[src/rtl/cmsdk_irq_arb_pkg.sv]
// Shared types and constants for the cmsdk_irq_arbiter slice.
// The FSM encodings are fixed so that the state can be observed on a debug bus.
package cmsdk_irq_arb_pkg;

  localparam int NUM_IRQ_MIN      = 2;
  localparam int NUM_IRQ_MAX      = 32;
  localparam int SYNC_FILL_CYCLES = 3;

  typedef enum logic [1:0] {
    IDLE   = 2'b00,
    ASSERT = 2'b01,
    GAP    = 2'b10
  } arb_state_e;

  function automatic int id_width(input int num_irq);
    if (num_irq <= NUM_IRQ_MIN) return 1;
    if (num_irq > NUM_IRQ_MAX) return $clog2(NUM_IRQ_MAX);
    return $clog2(num_irq);
  endfunction

endpackage

[src/rtl/cmsdk_irq_arbiter_if.sv]
// IRQ lines from the peripherals plus the request/acknowledge pair towards the core.
// master = arbiter side, slave = peripheral/core side.
interface cmsdk_irq_arbiter_if
  import cmsdk_irq_arb_pkg::*;
#(
  parameter int NUM_IRQ = 8,
  parameter int ID_W    = id_width(NUM_IRQ)
);

  logic [NUM_IRQ-1:0] IRQIN;
  logic [NUM_IRQ-1:0] IRQEN;
  logic               IRQACK;
  logic               IRQOUT;
  logic [ID_W-1:0]    IRQID;
  logic [NUM_IRQ-1:0] IRQPEND;

  modport master (
    input  IRQIN, IRQEN, IRQACK,
    output IRQOUT, IRQID, IRQPEND
  );

  modport slave (
    output IRQIN, IRQEN, IRQACK,
    input  IRQOUT, IRQID, IRQPEND
  );

endinterface

[src/rtl/cmsdk_irq_arb_pick.sv]
// Combinational winner search: first set bit of 'eligible' at or after
// start_idx, wrapping modulo NUM_IRQ.
module cmsdk_irq_arb_pick
  import cmsdk_irq_arb_pkg::*;
#(
  parameter int NUM_IRQ = 8,
  parameter int ID_W    = id_width(NUM_IRQ)
) (
  input  logic [NUM_IRQ-1:0] eligible,
  input  logic [ID_W-1:0]    start_idx,
  output logic [ID_W-1:0]    winner,
  output logic               found
);

  always_comb begin
    int j;
    winner = '0;
    found  = 1'b0;
    j      = 0;
    for (int k = 0; k < NUM_IRQ; k++) begin
      j = int'(start_idx) + k;
      if (j >= NUM_IRQ) j = j - NUM_IRQ;
      if (!found && eligible[ID_W'(j)]) begin
        winner = ID_W'(j);
        found  = 1'b1;
      end
    end
  end

endmodule

[src/rtl/cmsdk_irq_sync.sv]
// Three-flop synchroniser for one raw IRQ line; the level output is only
// high once two consecutive synchronised samples agree.
module cmsdk_irq_sync (
  input  logic clk,
  input  logic rst_n,
  input  logic d,
  output logic level
);

  logic [2:0] sync_q;
  logic [2:0] sync_d;

  always_comb begin
    sync_d = {sync_q[1:0], d};
  end

  always_ff @(posedge clk or negedge rst_n) begin
    if (!rst_n) begin
      sync_q <= '0;
    end else begin
      sync_q <= sync_d;
    end
  end

  assign level = sync_q[2] & sync_q[1];

endmodule

[src/rtl/cmsdk_irq_arbiter.sv]
// Interrupt arbiter: synchronise IRQ lines, latch rising edges as pending, present one winner.
// Define CMSDK_IRQ_ARB_ROUND_ROBIN_EN for round-robin arbitration; default is lowest index wins.
module cmsdk_irq_arbiter
  import cmsdk_irq_arb_pkg::*;
#(
  parameter int NUM_IRQ = 8,
  parameter int ID_W    = id_width(NUM_IRQ)
) (
  input  logic                CLK,
  input  logic                RSTn,
  cmsdk_irq_arbiter_if.master bus
);

  localparam int FILL_W = $clog2(SYNC_FILL_CYCLES + 1);

  logic [NUM_IRQ-1:0] level;
  logic [NUM_IRQ-1:0] level_q, level_d;
  logic [NUM_IRQ-1:0] pend_q, pend_d;
  logic [NUM_IRQ-1:0] rise;
  logic [NUM_IRQ-1:0] eligible;
  logic [NUM_IRQ-1:0] ack_clear;
  logic [FILL_W-1:0]  fill_q, fill_d;
  logic               fill_done;
  arb_state_e         state_q, state_d;
  logic [ID_W-1:0]    id_q, id_d;
  logic               irq_out_q, irq_out_d;
  logic [ID_W-1:0]    start_idx;
  logic [ID_W-1:0]    winner;
  logic               found;

  for (genvar i = 0; i < NUM_IRQ; i++) begin : g_sync
    cmsdk_irq_sync u_sync (
      .clk   (CLK),
      .rst_n (RSTn),
      .d     (bus.IRQIN[i]),
      .level (level[i])
    );
  end

  // The edge reference is held high until the synchronisers have refilled after
  // reset, so a line that stayed high through reset needs a fresh low-high transition.
  assign fill_done = (fill_q == FILL_W'(SYNC_FILL_CYCLES));
  assign fill_d    = fill_done ? fill_q : fill_q + FILL_W'(1);
  assign level_d   = fill_done ? level : '1;
  assign rise      = level & ~level_q;
  assign eligible  = pend_q & bus.IRQEN;

`ifdef CMSDK_IRQ_ARB_ROUND_ROBIN_EN
  logic [ID_W-1:0] ptr_q, ptr_d;

  assign start_idx = (ptr_q == ID_W'(NUM_IRQ - 1)) ? '0 : ptr_q + ID_W'(1);

  always_ff @(posedge CLK or negedge RSTn) begin
    if (!RSTn) begin
      ptr_q <= ID_W'(NUM_IRQ - 1);
    end else begin
      ptr_q <= ptr_d;
    end
  end
`else
  assign start_idx = '0;
`endif

  cmsdk_irq_arb_pick #(
    .NUM_IRQ (NUM_IRQ),
    .ID_W    (ID_W)
  ) u_pick (
    .eligible  (eligible),
    .start_idx (start_idx),
    .winner    (winner),
    .found     (found)
  );

  // ACK takes precedence over withdrawal; a fresh edge in the ACK cycle re-sets pend.
  always_comb begin
    state_d   = state_q;
    id_d      = id_q;
    ack_clear = '0;
`ifdef CMSDK_IRQ_ARB_ROUND_ROBIN_EN
    ptr_d     = ptr_q;
`endif
    unique case (state_q)
      IDLE: begin
        if (found) begin
          id_d    = winner;
          state_d = ASSERT;
        end
      end
      ASSERT: begin
        if (bus.IRQACK) begin
          ack_clear[id_q] = 1'b1;
          state_d         = GAP;
`ifdef CMSDK_IRQ_ARB_ROUND_ROBIN_EN
          ptr_d           = id_q;
`endif
        end else if (!bus.IRQEN[id_q]) begin
          state_d = IDLE;
        end
      end
      GAP:     state_d = IDLE;
      default: state_d = IDLE;
    endcase
    irq_out_d = (state_d == ASSERT);
    pend_d    = (pend_q & ~ack_clear) | rise;
  end

  always_ff @(posedge CLK or negedge RSTn) begin
    if (!RSTn) begin
      state_q   <= IDLE;
      id_q      <= '0;
      irq_out_q <= 1'b0;
      pend_q    <= '0;
      level_q   <= '1;
      fill_q    <= '0;
    end else begin
      state_q   <= state_d;
      id_q      <= id_d;
      irq_out_q <= irq_out_d;
      pend_q    <= pend_d;
      level_q   <= level_d;
      fill_q    <= fill_d;
    end
  end

  assign bus.IRQOUT  = irq_out_q;
  assign bus.IRQID   = id_q;
  assign bus.IRQPEND = pend_q;

endmodule

[src/flat_wrapper.sv]
// flat-port wrapper written by rule: the top's interface ports become plain ports
module cmsdk_irq_arbiter_flat import cmsdk_irq_arb_pkg::*;
#(
  parameter int NUM_IRQ = 8,
  parameter int ID_W    = id_width(NUM_IRQ)
)
  (CLK, RSTn, bus_IRQIN, bus_IRQEN, bus_IRQACK, bus_IRQOUT, bus_IRQID, bus_IRQPEND);
  cmsdk_irq_arbiter_if #(.NUM_IRQ(NUM_IRQ), .ID_W(ID_W)) bus_i ();
  input  logic CLK;
  input  logic RSTn;
  input wire logic [$bits(bus_i.IRQIN)-1:0] bus_IRQIN;
  input wire logic [$bits(bus_i.IRQEN)-1:0] bus_IRQEN;
  input wire logic [$bits(bus_i.IRQACK)-1:0] bus_IRQACK;
  output wire logic [$bits(bus_i.IRQOUT)-1:0] bus_IRQOUT;
  output wire logic [$bits(bus_i.IRQID)-1:0] bus_IRQID;
  output wire logic [$bits(bus_i.IRQPEND)-1:0] bus_IRQPEND;
  assign bus_i.IRQIN = bus_IRQIN;
  assign bus_i.IRQEN = bus_IRQEN;
  assign bus_i.IRQACK = bus_IRQACK;
  assign bus_IRQOUT = bus_i.IRQOUT;
  assign bus_IRQID = bus_i.IRQID;
  assign bus_IRQPEND = bus_i.IRQPEND;
  cmsdk_irq_arbiter #(.NUM_IRQ(NUM_IRQ), .ID_W(ID_W)) u_core (.CLK(CLK), .RSTn(RSTn), .bus(bus_i));
endmodule
[config.mk]
export PLATFORM = sky130hd
export DESIGN_NAME = cmsdk_irq_arbiter_flat
export DESIGN_NICKNAME = d
export VERILOG_FILES = /design/src/rtl/cmsdk_irq_arb_pkg.sv /design/src/rtl/cmsdk_irq_arbiter_if.sv /design/src/rtl/cmsdk_irq_arb_pick.sv /design/src/rtl/cmsdk_irq_sync.sv /design/src/rtl/cmsdk_irq_arbiter.sv /design/src/flat_wrapper.sv
export SDC_FILE = /design/constraint.sdc
export NUM_CORES = 1
export LEC_CHECK = 0
export ABC_AREA = 1
export ABC_CLOCK_PERIOD_IN_PS = 2400
export CAP_MARGIN = 5
export CORE_MARGIN = 4
export CORE_UTILIZATION = 47
export CTS_CLUSTER_SIZE = 16
export DETAILED_ROUTE_END_ITERATION = 8
export MAX_ROUTING_LAYER = met4
export PLACE_DENSITY = 0.77
export SYNTH_ARGS = -nofsm -noshare
export SYNTH_HDL_FRONTEND = slang
export SYNTH_HIERARCHICAL = 1
export SYNTH_SLANG_ARGS = --single-unit
[constraint.sdc]
create_clock -name CLK -period 2.4 [get_ports CLK]
set_input_delay 0.72 -clock CLK [delete_from_list [all_inputs] [get_ports CLK]]
set_output_delay 0.72 -clock CLK [all_outputs]
set_load 0.05 [all_outputs]
==> impl_metrics.yaml <==
synthesis:
  syn_area_per_cell_um2: 7.98
  synth.most_common_cell: "nand2_1"
  synth_edf_count: 0
  ys_ff_latch: 48
  synth_fa_ha_area_share_pct: 1.54
  ys_types: 31
  synth_simple_gate_area_share_pct: 30.8
  synth_top_family_by_area: "simple AND/OR/NAND/NOR gates"
  synth_area_leaders: "dfrtp_1 (41%), nand2_1 (13%), dfstp_2 (8.6%), nand3_1 (7.4%), inv_1 (7.2%)"
  netlist.area_leader.share_pct: 41.0
  muxShareOfSynthArea_pct: 0.461
  yosys-top-cells-count: "nand2_1 (82), inv_1 (47), dfrtp_1 (40), nand3_1 (36), nor2_1 (26)"
  synth_ff_type: "dfrtp_1"
  synthCells: 306
  yosysTopAreaCell: "dfrtp_1"
  postSynth.asyncResetShare_pct: 100
  synth-compound-area-share_pct: 5.74
  synth_xor_area_share_pct: 1.74
  syn_area_mm2: 0.00244
  ys_seq_area_share_pct: 49.6
  yosys_warnings: 6
worst_setup_path:
  r2r_cells: 14
  crit_fanout: 5
  max_stage_delay_ns: 0.84
  path_cells: "clkdlybuf4s50_1"
  path_class: "flip-flop to output pin"
  cp.required_ns: 1.68
  critical_path_buf_inv_count: 1
  end_kind: "output pin"
  start_kind: "flip-flop"
  cpMaxStageDelayCell: "clkdlybuf4s50_1"
  cp.depth: 1
  critical_path.top_delay_family: "buffers and inverters"
  r2r_slack_ns: 0.60
  worst_ep_arrival_time_ns: 1.59
power:
  ir_drop_mv: 0.542
  p_sw_share_pct: 43.6
  finalPower_w: 0.00282
  power.share.sequential_pct: 37.7
  p_sw_w: 0.00123
  power.internal_w: 0.00159
  power.leakage_nw: 1.58
  p_comb_share_pct: 45.5
  pwr-share-clk_pct: 16.8
  power_density_mw_per_mm2: 914
min_path:
  worstHoldPathType: "flip-flop to flip-flop"
  hold_path_depth: 0
global_routing:
  grt_overflow: 0
  antenna_found_initial: 0
  grt_max_degree: 49
  grt_first_pass_wirelength_mm: 8.90
  grt_pass1_vias: 2061
  grt_usage_pct: 18.3
route:
  first_iter_violations: 126
  drt-vias-per-instance: 4.78
  wl_per_cell_um: 12.1
  routed_wl_mm: 5.22
  num_vias: 2060
  dr.pass1.iters: 4
  drc: 0
  ant_nets: 0
clock_network:
  h-tree-depth: 2
  clk_latency_ns: 0.30
  clk_pin_slew_worst_paths_ns: 0.09
  cts.sinks: 48
  cts_setup_buffers: 0
  cts.path.max_buffers: 2
  cts_made_buffers: 5
  root_buffer: "clkbuf_8"
  cts_tree: "done"
layout:
  nets: 385
  diodes: 0
  drive_above_1_share_pct: 19.5
  area_growth_pct: 26.1
flow_run:
  drv_cap: 0
timing:
  fin_crit_ns: 2.31
  fin_crit_sh_pct: 96.2
  whs_ns: 0.351
  max_slew_margin_pct: 62.9
  setup_violations: 0
  fin_worst_skew_ns: 0.00826
  slew_viol_final: 0
  worst_pin_slew_ns: 0.557
  hold_viol_final: 0
  fmax_mhz: 433
placement:
  dp_hpwl_mm: 3.98
  gp_congestion: 0.926
  port_buffers: 30
floorplanning:
  dieArea_mm2: 0.00641
  die_y_um: 80.1
  core_mm2: 0.00488
  boundaryPins: 31
  start_util_pct: 50.1
  row_count: 25
  die_w_um: 80.1
status:
  status: "completed"
## stage by stage
stage | cells | cell area, um^2 | setup slack, ns | util, % | TNS (ns)
CTS | 431 | 3040 | 0.0695 | 62.2 | 0
detailed placement | 423 | 2940 | -0.247 | 60.3 | -1.09
floorplan | 313 | 2470 | 0.375 | - | 0
global route | 431 | 3080 | -0.00938 | 63.1 | -0.00938
global placement | 423 | 2940 | -0.183 | 60.3 | -0.836
finish | 431 | 3080 | 0.0922 | 63.1 | 0
## flip-flops by register name, indices dropped and copies added (netlist names)
register,cells
u_core/bus.IRQPEND,8
u_core/state_q,2
u_core/bus.IRQID,3
u_core/fill_q,2
u_core/bus.IRQOUT,1
u_core/level_q,8
u_core/g_sync.u_sync/sync_q,24
## per-layer routing
layer  vias up  part of all wire (%)  global-route usage, %
met3        10                   3.6                   3.36
met1       960                    41                   20.4
met5         -                     0                      -
met2        41                    54                   33.0
met4         0                   1.4                   5.57
li1       1049                     -                      -
## repair_timing
action	in CTS	in global routing
hold buffers	0	0
endpoints found under the setup margin	0	5
resized for setup	0	12
## kinds of logic (layout without fill, tap and decap cells)
group | count (synthesis) | after routing
AO/OA/AOI/OAI | 25 | 25
XOR/XNOR | 4 | 4
adder cells (fa/ha/maj) | 3 | 3
buffers and inverters | 60 | 111
flip-flops | 48 | 48
multiplexers | 1 | 1
other | 1 | 8
AND/OR/NAND/NOR | 164 | 164
## power groups by stage
stage / clock network, W / logic [W] / registers, W
floorplan: 0 / 0.000529 / 0.00135
global placement: 0 / 0.00121 / 0.00107
detailed placement: 0 / 0.00123 / 0.00107
CTS: 0.000491 / 0.00124 / 0.00106
global route: 0.000528 / 0.00139 / 0.00108
finish: 0.000473 / 0.00128 / 0.00106
## cell type report
type | instances | area (um^2)
fillers | 403 | 1800
flip-flops and latches | 48 | 1210
multi-input cells | 205 | 1060
repair buffers | 48 | 430
inverters | 55 | 206
well taps | 67 | 83.8
clock buffers | 5 | 68.8
clock inverters | 3 | 22.5
## cells in the final DEF, fill, tap and decap left out, types with 8 or more instances in the layout
master            n
dfstp_2           8
nand3_2           8
inv_2             8
nand2_1          79
buf_4            19
conb_1            8
nor2_1           24
inv_1            47
clkdlybuf4s50_1  27
nand3_1          32
dfrtp_1          40
o21ai_0          17
## final timing paths
check | startpoint | endpoint
max reg2reg | u_core/bus.IRQPEND[1] | u_core/bus.IRQID[1]
min reg2reg | u_core/g_sync[0].u_sync/sync_q[0] | u_core/g_sync[0].u_sync/sync_q[1]
max in group asynchronous | RSTn | u_core/level_q[1]
min in group asynchronous | RSTn | u_core/g_sync[3].u_sync/sync_q[1]
max | u_core/bus.IRQID[2] | bus_IRQID[2]
min | u_core/g_sync[0].u_sync/sync_q[0] | u_core/g_sync[0].u_sync/sync_q[1]
Note: power is estimated with default switching activity, not from simulation.
